===== config.mk =====
export PLATFORM = sky130hd
export DESIGN_NAME = apb_master_bridge
export DESIGN_NICKNAME = d
export VERILOG_FILES = /design/src/rtl/apb_master_bridge.sv
export SDC_FILE = /design/constraint.sdc
export NUM_CORES = 1
export LEC_CHECK = 0
export ABC_AREA = 1
export CAP_MARGIN = 30
export CORE_ASPECT_RATIO = 0.5
export CORE_MARGIN = 2
export CORE_UTILIZATION = 37
export CTS_CLUSTER_SIZE = 10
export DETAILED_ROUTE_END_ITERATION = 16
export PLACE_DENSITY = 0.76
export REMOVE_ABC_BUFFERS = 1
export SYNTH_ARGS = -nofsm -noshare
export SYNTH_HDL_FRONTEND = slang
export SYNTH_SLANG_ARGS = --single-unit

===== constraint.sdc =====
create_clock -name pclk -period 1.38 [get_ports pclk]
set_input_delay 0.276 -clock pclk [delete_from_list [all_inputs] [get_ports pclk]]
set_output_delay 0.276 -clock pclk [all_outputs]
set_load 0.05 [all_outputs]

===== src/rtl/apb_master_bridge.sv =====
`default_nettype none
// ============================================================================
// Module   : apb_master_bridge
// Purpose  : Parametrised APB master. Accepts valid/ready commands, decodes the
//            slave from the upper address bits, runs SETUP/ACCESS phases with
//            wait-state support, and returns a one-cycle response pulse.
//            Unmapped addresses get an immediate decode-error response, and a
//            slave that holds pready low for too long is aborted.
// Revision : 1.0 - initial release
// ----------------------------------------------------------------------------
// Ports:
//   pclk, presetn          clock, synchronous active-low reset
//   cmd_valid/cmd_ready    command handshake (ready only in IDLE)
//   cmd_write/addr/wdata   command payload, latched at accept
//   rsp_valid/rdata/err    one-cycle response pulse and its payload
//   psel/penable/pwrite    APB control (psel is one-hot per slave)
//   paddr/pwdata           APB address and write data
//   prdata/pready/pslverr  packed per-slave APB returns
// ============================================================================
module apb_master_bridge #(
  parameter int ADDR_W     = 9,
  parameter int DATA_W     = 8,
  parameter int NUM_SLAVES = 2,
  parameter int SLV_WIN_W  = 7,
  parameter int TIMEOUT    = 16
) (
  input  logic                         pclk,
  input  logic                         presetn,
  input  logic                         cmd_valid,
  output logic                         cmd_ready,
  input  logic                         cmd_write,
  input  logic [ADDR_W-1:0]            cmd_addr,
  input  logic [DATA_W-1:0]            cmd_wdata,
  output logic                         rsp_valid,
  output logic [DATA_W-1:0]            rsp_rdata,
  output logic                         rsp_err,
  output logic [NUM_SLAVES-1:0]        psel,
  output logic                         penable,
  output logic                         pwrite,
  output logic [ADDR_W-1:0]            paddr,
  output logic [DATA_W-1:0]            pwdata,
  input  logic [NUM_SLAVES*DATA_W-1:0] prdata,
  input  logic [NUM_SLAVES-1:0]        pready,
  input  logic [NUM_SLAVES-1:0]        pslverr
);

  localparam int IDX_W = ADDR_W - SLV_WIN_W;
  localparam int CNT_W = (TIMEOUT > 0) ? $clog2(TIMEOUT + 1) : 1;
  // Counter value seen in the last permitted ACCESS cycle.
  localparam logic [31:0] TO_LAST = (TIMEOUT == 0) ? 32'd0 : 32'(TIMEOUT - 1);

  typedef enum logic [1:0] {
    IDLE   = 2'd0,
    SETUP  = 2'd1,
    ACCESS = 2'd2
  } state_t;

  state_t                state_q, state_d;
  logic [NUM_SLAVES-1:0] psel_q, psel_d;
  logic                  penable_q, penable_d;
  logic                  pwrite_q, pwrite_d;
  logic [ADDR_W-1:0]     paddr_q, paddr_d;
  logic [DATA_W-1:0]     pwdata_q, pwdata_d;
  logic                  rsp_valid_q, rsp_valid_d;
  logic [DATA_W-1:0]     rsp_rdata_q, rsp_rdata_d;
  logic                  rsp_err_q, rsp_err_d;
  logic [CNT_W-1:0]      cnt_q, cnt_d;

  logic [IDX_W-1:0]      cmd_idx;
  logic                  decode_ok;
  logic [NUM_SLAVES-1:0] cmd_hit;
  logic                  sel_ready;
  logic                  sel_err;
  logic [DATA_W-1:0]     sel_rdata;
  logic                  timeout_hit;

  assign cmd_idx   = cmd_addr[ADDR_W-1:SLV_WIN_W];
  assign decode_ok = (32'(cmd_idx) < 32'(NUM_SLAVES));

  for (genvar g = 0; g < NUM_SLAVES; g++) begin : g_dec
    assign cmd_hit[g] = (32'(cmd_idx) == 32'(g));
  end

  // The registered one-hot psel doubles as the return-path selector, so
  // unselected slaves can never influence the response.
  always_comb begin
    sel_ready = 1'b0;
    sel_err   = 1'b0;
    sel_rdata = '0;
    for (int i = 0; i < NUM_SLAVES; i++) begin
      if (psel_q[i]) begin
        sel_ready = sel_ready | pready[i];
        sel_err   = sel_err | pslverr[i];
        sel_rdata = sel_rdata | prdata[i*DATA_W +: DATA_W];
      end
    end
  end

  assign timeout_hit = (TIMEOUT != 0) && (32'(cnt_q) == TO_LAST);

  always_comb begin
    state_d     = state_q;
    psel_d      = psel_q;
    penable_d   = penable_q;
    pwrite_d    = pwrite_q;
    paddr_d     = paddr_q;
    pwdata_d    = pwdata_q;
    rsp_valid_d = 1'b0;
    rsp_rdata_d = rsp_rdata_q;
    rsp_err_d   = rsp_err_q;
    cnt_d       = cnt_q;

    case (state_q)
      IDLE: begin
        if (cmd_valid) begin
          if (decode_ok) begin
            state_d  = SETUP;
            psel_d   = cmd_hit;
            pwrite_d = cmd_write;
            paddr_d  = cmd_addr;
            pwdata_d = cmd_write ? cmd_wdata : '0;
          end else begin
            // Unmapped: answer next cycle without touching the APB bus.
            rsp_valid_d = 1'b1;
            rsp_err_d   = 1'b1;
            rsp_rdata_d = '0;
          end
        end
      end

      SETUP: begin
        state_d   = ACCESS;
        penable_d = 1'b1;
        cnt_d     = '0;
      end

      ACCESS: begin
        if (sel_ready) begin
          state_d     = IDLE;
          psel_d      = '0;
          penable_d   = 1'b0;
          rsp_valid_d = 1'b1;
          rsp_err_d   = sel_err;
          rsp_rdata_d = (!pwrite_q && !sel_err) ? sel_rdata : '0;
        end else begin
          cnt_d = cnt_q + CNT_W'(1);
          if (timeout_hit) begin
            state_d     = IDLE;
            psel_d      = '0;
            penable_d   = 1'b0;
            rsp_valid_d = 1'b1;
            rsp_err_d   = 1'b1;
            rsp_rdata_d = '0;
          end
        end
      end

      default: begin
        state_d   = IDLE;
        psel_d    = '0;
        penable_d = 1'b0;
      end
    endcase
  end

  always_ff @(posedge pclk) begin
    if (!presetn) begin
      state_q     <= IDLE;
      psel_q      <= '0;
      penable_q   <= 1'b0;
      pwrite_q    <= 1'b0;
      paddr_q     <= '0;
      pwdata_q    <= '0;
      rsp_valid_q <= 1'b0;
      rsp_rdata_q <= '0;
      rsp_err_q   <= 1'b0;
      cnt_q       <= '0;
    end else begin
      state_q     <= state_d;
      psel_q      <= psel_d;
      penable_q   <= penable_d;
      pwrite_q    <= pwrite_d;
      paddr_q     <= paddr_d;
      pwdata_q    <= pwdata_d;
      rsp_valid_q <= rsp_valid_d;
      rsp_rdata_q <= rsp_rdata_d;
      rsp_err_q   <= rsp_err_d;
      cnt_q       <= cnt_d;
    end
  end

  assign cmd_ready = (state_q == IDLE);
  assign psel      = psel_q;
  assign penable   = penable_q;
  assign pwrite    = pwrite_q;
  assign paddr     = paddr_q;
  assign pwdata    = pwdata_q;
  assign rsp_valid = rsp_valid_q;
  assign rsp_rdata = rsp_rdata_q;
  assign rsp_err   = rsp_err_q;

endmodule
`default_nettype wire

==> impl_metrics.toml <==
[run_status]
status = "finished clean"

[route]
wl_um = 4940
drtIter0Drc = 43
route.antenna.remaining_nets = 0
first_pass_iters = 4
viasPerCell = 5.009
drc_errors = 0
avgRoutedWirePerCell_um = 14.44
vias = 1713

[timing]
maxSlewHeadroom = 0.7585
report.final.setup_viol = 0
period_needed_ps = 1372
worst_pin_slew_ps = 361.9
maxSlewViolCount = 0
hold_ws_ps = 483.6
period_share = 0.9939
skew_ps = 4.649
max_freq_ghz = 0.7291
postLayoutSetupSlackWorst_ps = 8.364
rsz0062_at_grt = "true"
finalHoldViolations = 0

[layout]
multi_input_area_um2 = 779.5
final_cell_area_um2 = 2979
fill_cells = 256
num_antenna_cells = 0
area_growth_pct = 89.87
layout-drive-gt1-share = 0.2813
regArea_um2 = 764.5
final_util = 0.7478
layout.nets = 330

[power]
intPower_mw = 2.217
finalPower_mw = 2.975
peakVddDrop_mv = 0.6009
leakage_nw = 1.192
swShare = 0.2549
pwr-share-comb = 0.205
p_sw_uw = 758.2
p_clk_frac = 0.399
cellPowerDensity_nw_per_um2 = 998.6
sequentialPowerShare = 0.396

[global_route]
grt_max_degree = 13
antenna_found_initial = 0
grt_usage = 0.2194
grt_pass1_vias = 1715
grt_pass1_wl_um = 7893
gr-total-overflow = 0

[die]
core_area_um2 = 3984
start_util = 0.3938
die_w_um = 96.09
num_rows = 16
dieArea_um2 = 4809
io_pins = 73
die_y_um = 50.05

[yosys]
ys_types = 24
synth_top_area_share = 0.4848
synthAdderAreaFrac = 0.01595
synth.area.mux_share = 0
synth_top_family_by_area = "simple AND/OR/NAND/NOR gates"
yosysSeqAreaShare = 0.4848
synthCells = 201
synth.area.top_cells = "dfxtp_1, nand2_1, a21oi_1, nor2_1, a22o_1"
yosys.area_share.simple = 0.2663
netlist_top_cells_count = "nand2_1, dfxtp_1, a21oi_1, nor2_1, nand3_1"
async_flop_share = 0
yosysMostFrequentCell = "nand2_1"
ys_warn_count = 0
syn_area_um2 = 1569
synth_xor_area_frac = 0
syn_avg_cell_area_um2 = 7.806
yosys.area.top_type = "dfxtp_1"
synth-edff-count = 0
synth_compound_area_frac = 0.1699
synth-seq-cells = 38
synth_flop_cell = "dfxtp_1"

[worst_setup_path]
crit_top_cell = "ha_4"
crit_chain = "ha_4 > nand2_4 > nor2_4 > ha_4 > inv_2 > nand4_1 > nand3_2 > nand2_2 > a21oi_2"
end_kind = "flip-flop"
worstPathArrival_ps = 1610
startpoint = "cnt_q[0]"
cp_slowest_cell = "dfxtp_2"
cpPeakStageDelay_ps = 340
worstPathMaxFanout = 3
critPathBufInv = 1
reg2reg_slack_ps = 8
timing.rr.start = "cnt_q[0]"
crit_required_ps = 1620
cp_top_family = "simple AND/OR/NAND/NOR gates"
critPathKind = "flip-flop to flip-flop"
critPathLaunchType = "flip-flop"

[clock_network]
clk_pin_slew_ps = 80
cts_buffer_depth = 2
cts-root-buf = "clkbuf_8"
htreeDepth = 2
post_cts_buffers = 0
clkSinkCount = 38
cts-buffers-inserted = 5
cts_tree = "built"
insertion_delay_ps = 300

[min_path]
hp-class = "flip-flop to flip-flop"
hold_start = "cnt_q[4]"

[placement]
hpwlAfterDp_um = 3645
place_area_um2 = 2749
port_buffers = 72
place.gp.congestion = 0.8194
place_ws_ps = -201.4

[run]
cap_violations = 0
worst min-delay path, cell delays in order, from the launching register on:
cell	delay, ps
dfxtp_1	320
nand2_1	70
a21oi_1	60
layout make-up:
class / instances / area share
tap: 54 / 0.02268
timing repair inverter: 1 / 0.001680
sequential: 38 / 0.2566
clock buffer: 6 / 0.02772
inverter: 16 / 0.02184
clock inverter: 2 / 0.02016
timing repair buffer: 85 / 0.3877
multi-input combinational: 140 / 0.2617
kinds of logic after synthesis:
logic type / after synthesis
compound gates: 46
fa+ha+maj: 2
buf+inv: 23
flops: 38
simple gates: 92
final timing paths:
kind / endpoint / depth (start not counted)
worst max-delay path: psel[0] / 9
worst min-delay path: cnt_q[4] / 2
worst max register to register: psel[0] / 9
worst min register to register: cnt_q[4] / 2
through the flow:
step                setup TNS [ps]  cells
global placement             -3415    333
detailed placement           -5122    333
floorplan                    -5816    194
finish                           0    342
CTS                         -46.48    342
global route                -93.90    342
what timing repair did:
| action | in CTS | in global routing |
|---|---|---|
| hold buffers | 0 | 0 |
| resized for setup | 14 | 11 |
| endpoints found under the setup margin | 12 | 14 |
| gates cloned | 1 | 0 |
| pin swaps | 6 | 4 |
flip-flops by register name (all words and copies together), names as in the netlist:
| name | count |
|---|---|
| paddr | 9 |
| penable | 1 |
| rsp_rdata | 8 |
| cnt_q | 5 |
| rsp_valid | 1 |
| pwdata | 8 |
| rsp_err | 1 |
| state_q | 2 |
| pwrite | 1 |
| psel | 2 |
per-layer routing:
| layer | share of wire | wire (um) | global-route usage | vias up |
|---|---|---|---|---|
| met3 | 0.045 | 220 | 0.06575 | 20 |
| met4 | 0.040 | 198 | 0.1119 | 0 |
| met2 | 0.51 | 2531 | 0.3796 | 49 |
| met1 | 0.40 | 1990 | 0.2434 | 814 |
| met5 | 0 | 0 | 0 | - |
| li1 | - | - | - | 830 |
layout by cell type (no fill, tap or decap), drive strengths merged:
cell type and instances:
a22o 8, inv 14, nand3 13, clkbuf 6, nand4 1, ha 2
a21oi 26, o21ai 11, or2 2, and3 1, nor2 30, buf 45
clkdlybuf4s50 40, a211oi 1, dfxtp 38, nand2 45, bufinv 2, clkinv 3
power by group through the flow:
stage	Clock, mW	Sequential [mW]	Combinational [mW]
after floorplan	0	1.30	0.135
after global placement	0	1.20	0.577
after detailed placement	0	1.20	0.591
after CTS	1.20	1.18	0.601
after global routing	1.24	1.18	0.641
final	1.19	1.18	0.610
Power figures use the tool's default switching activity.
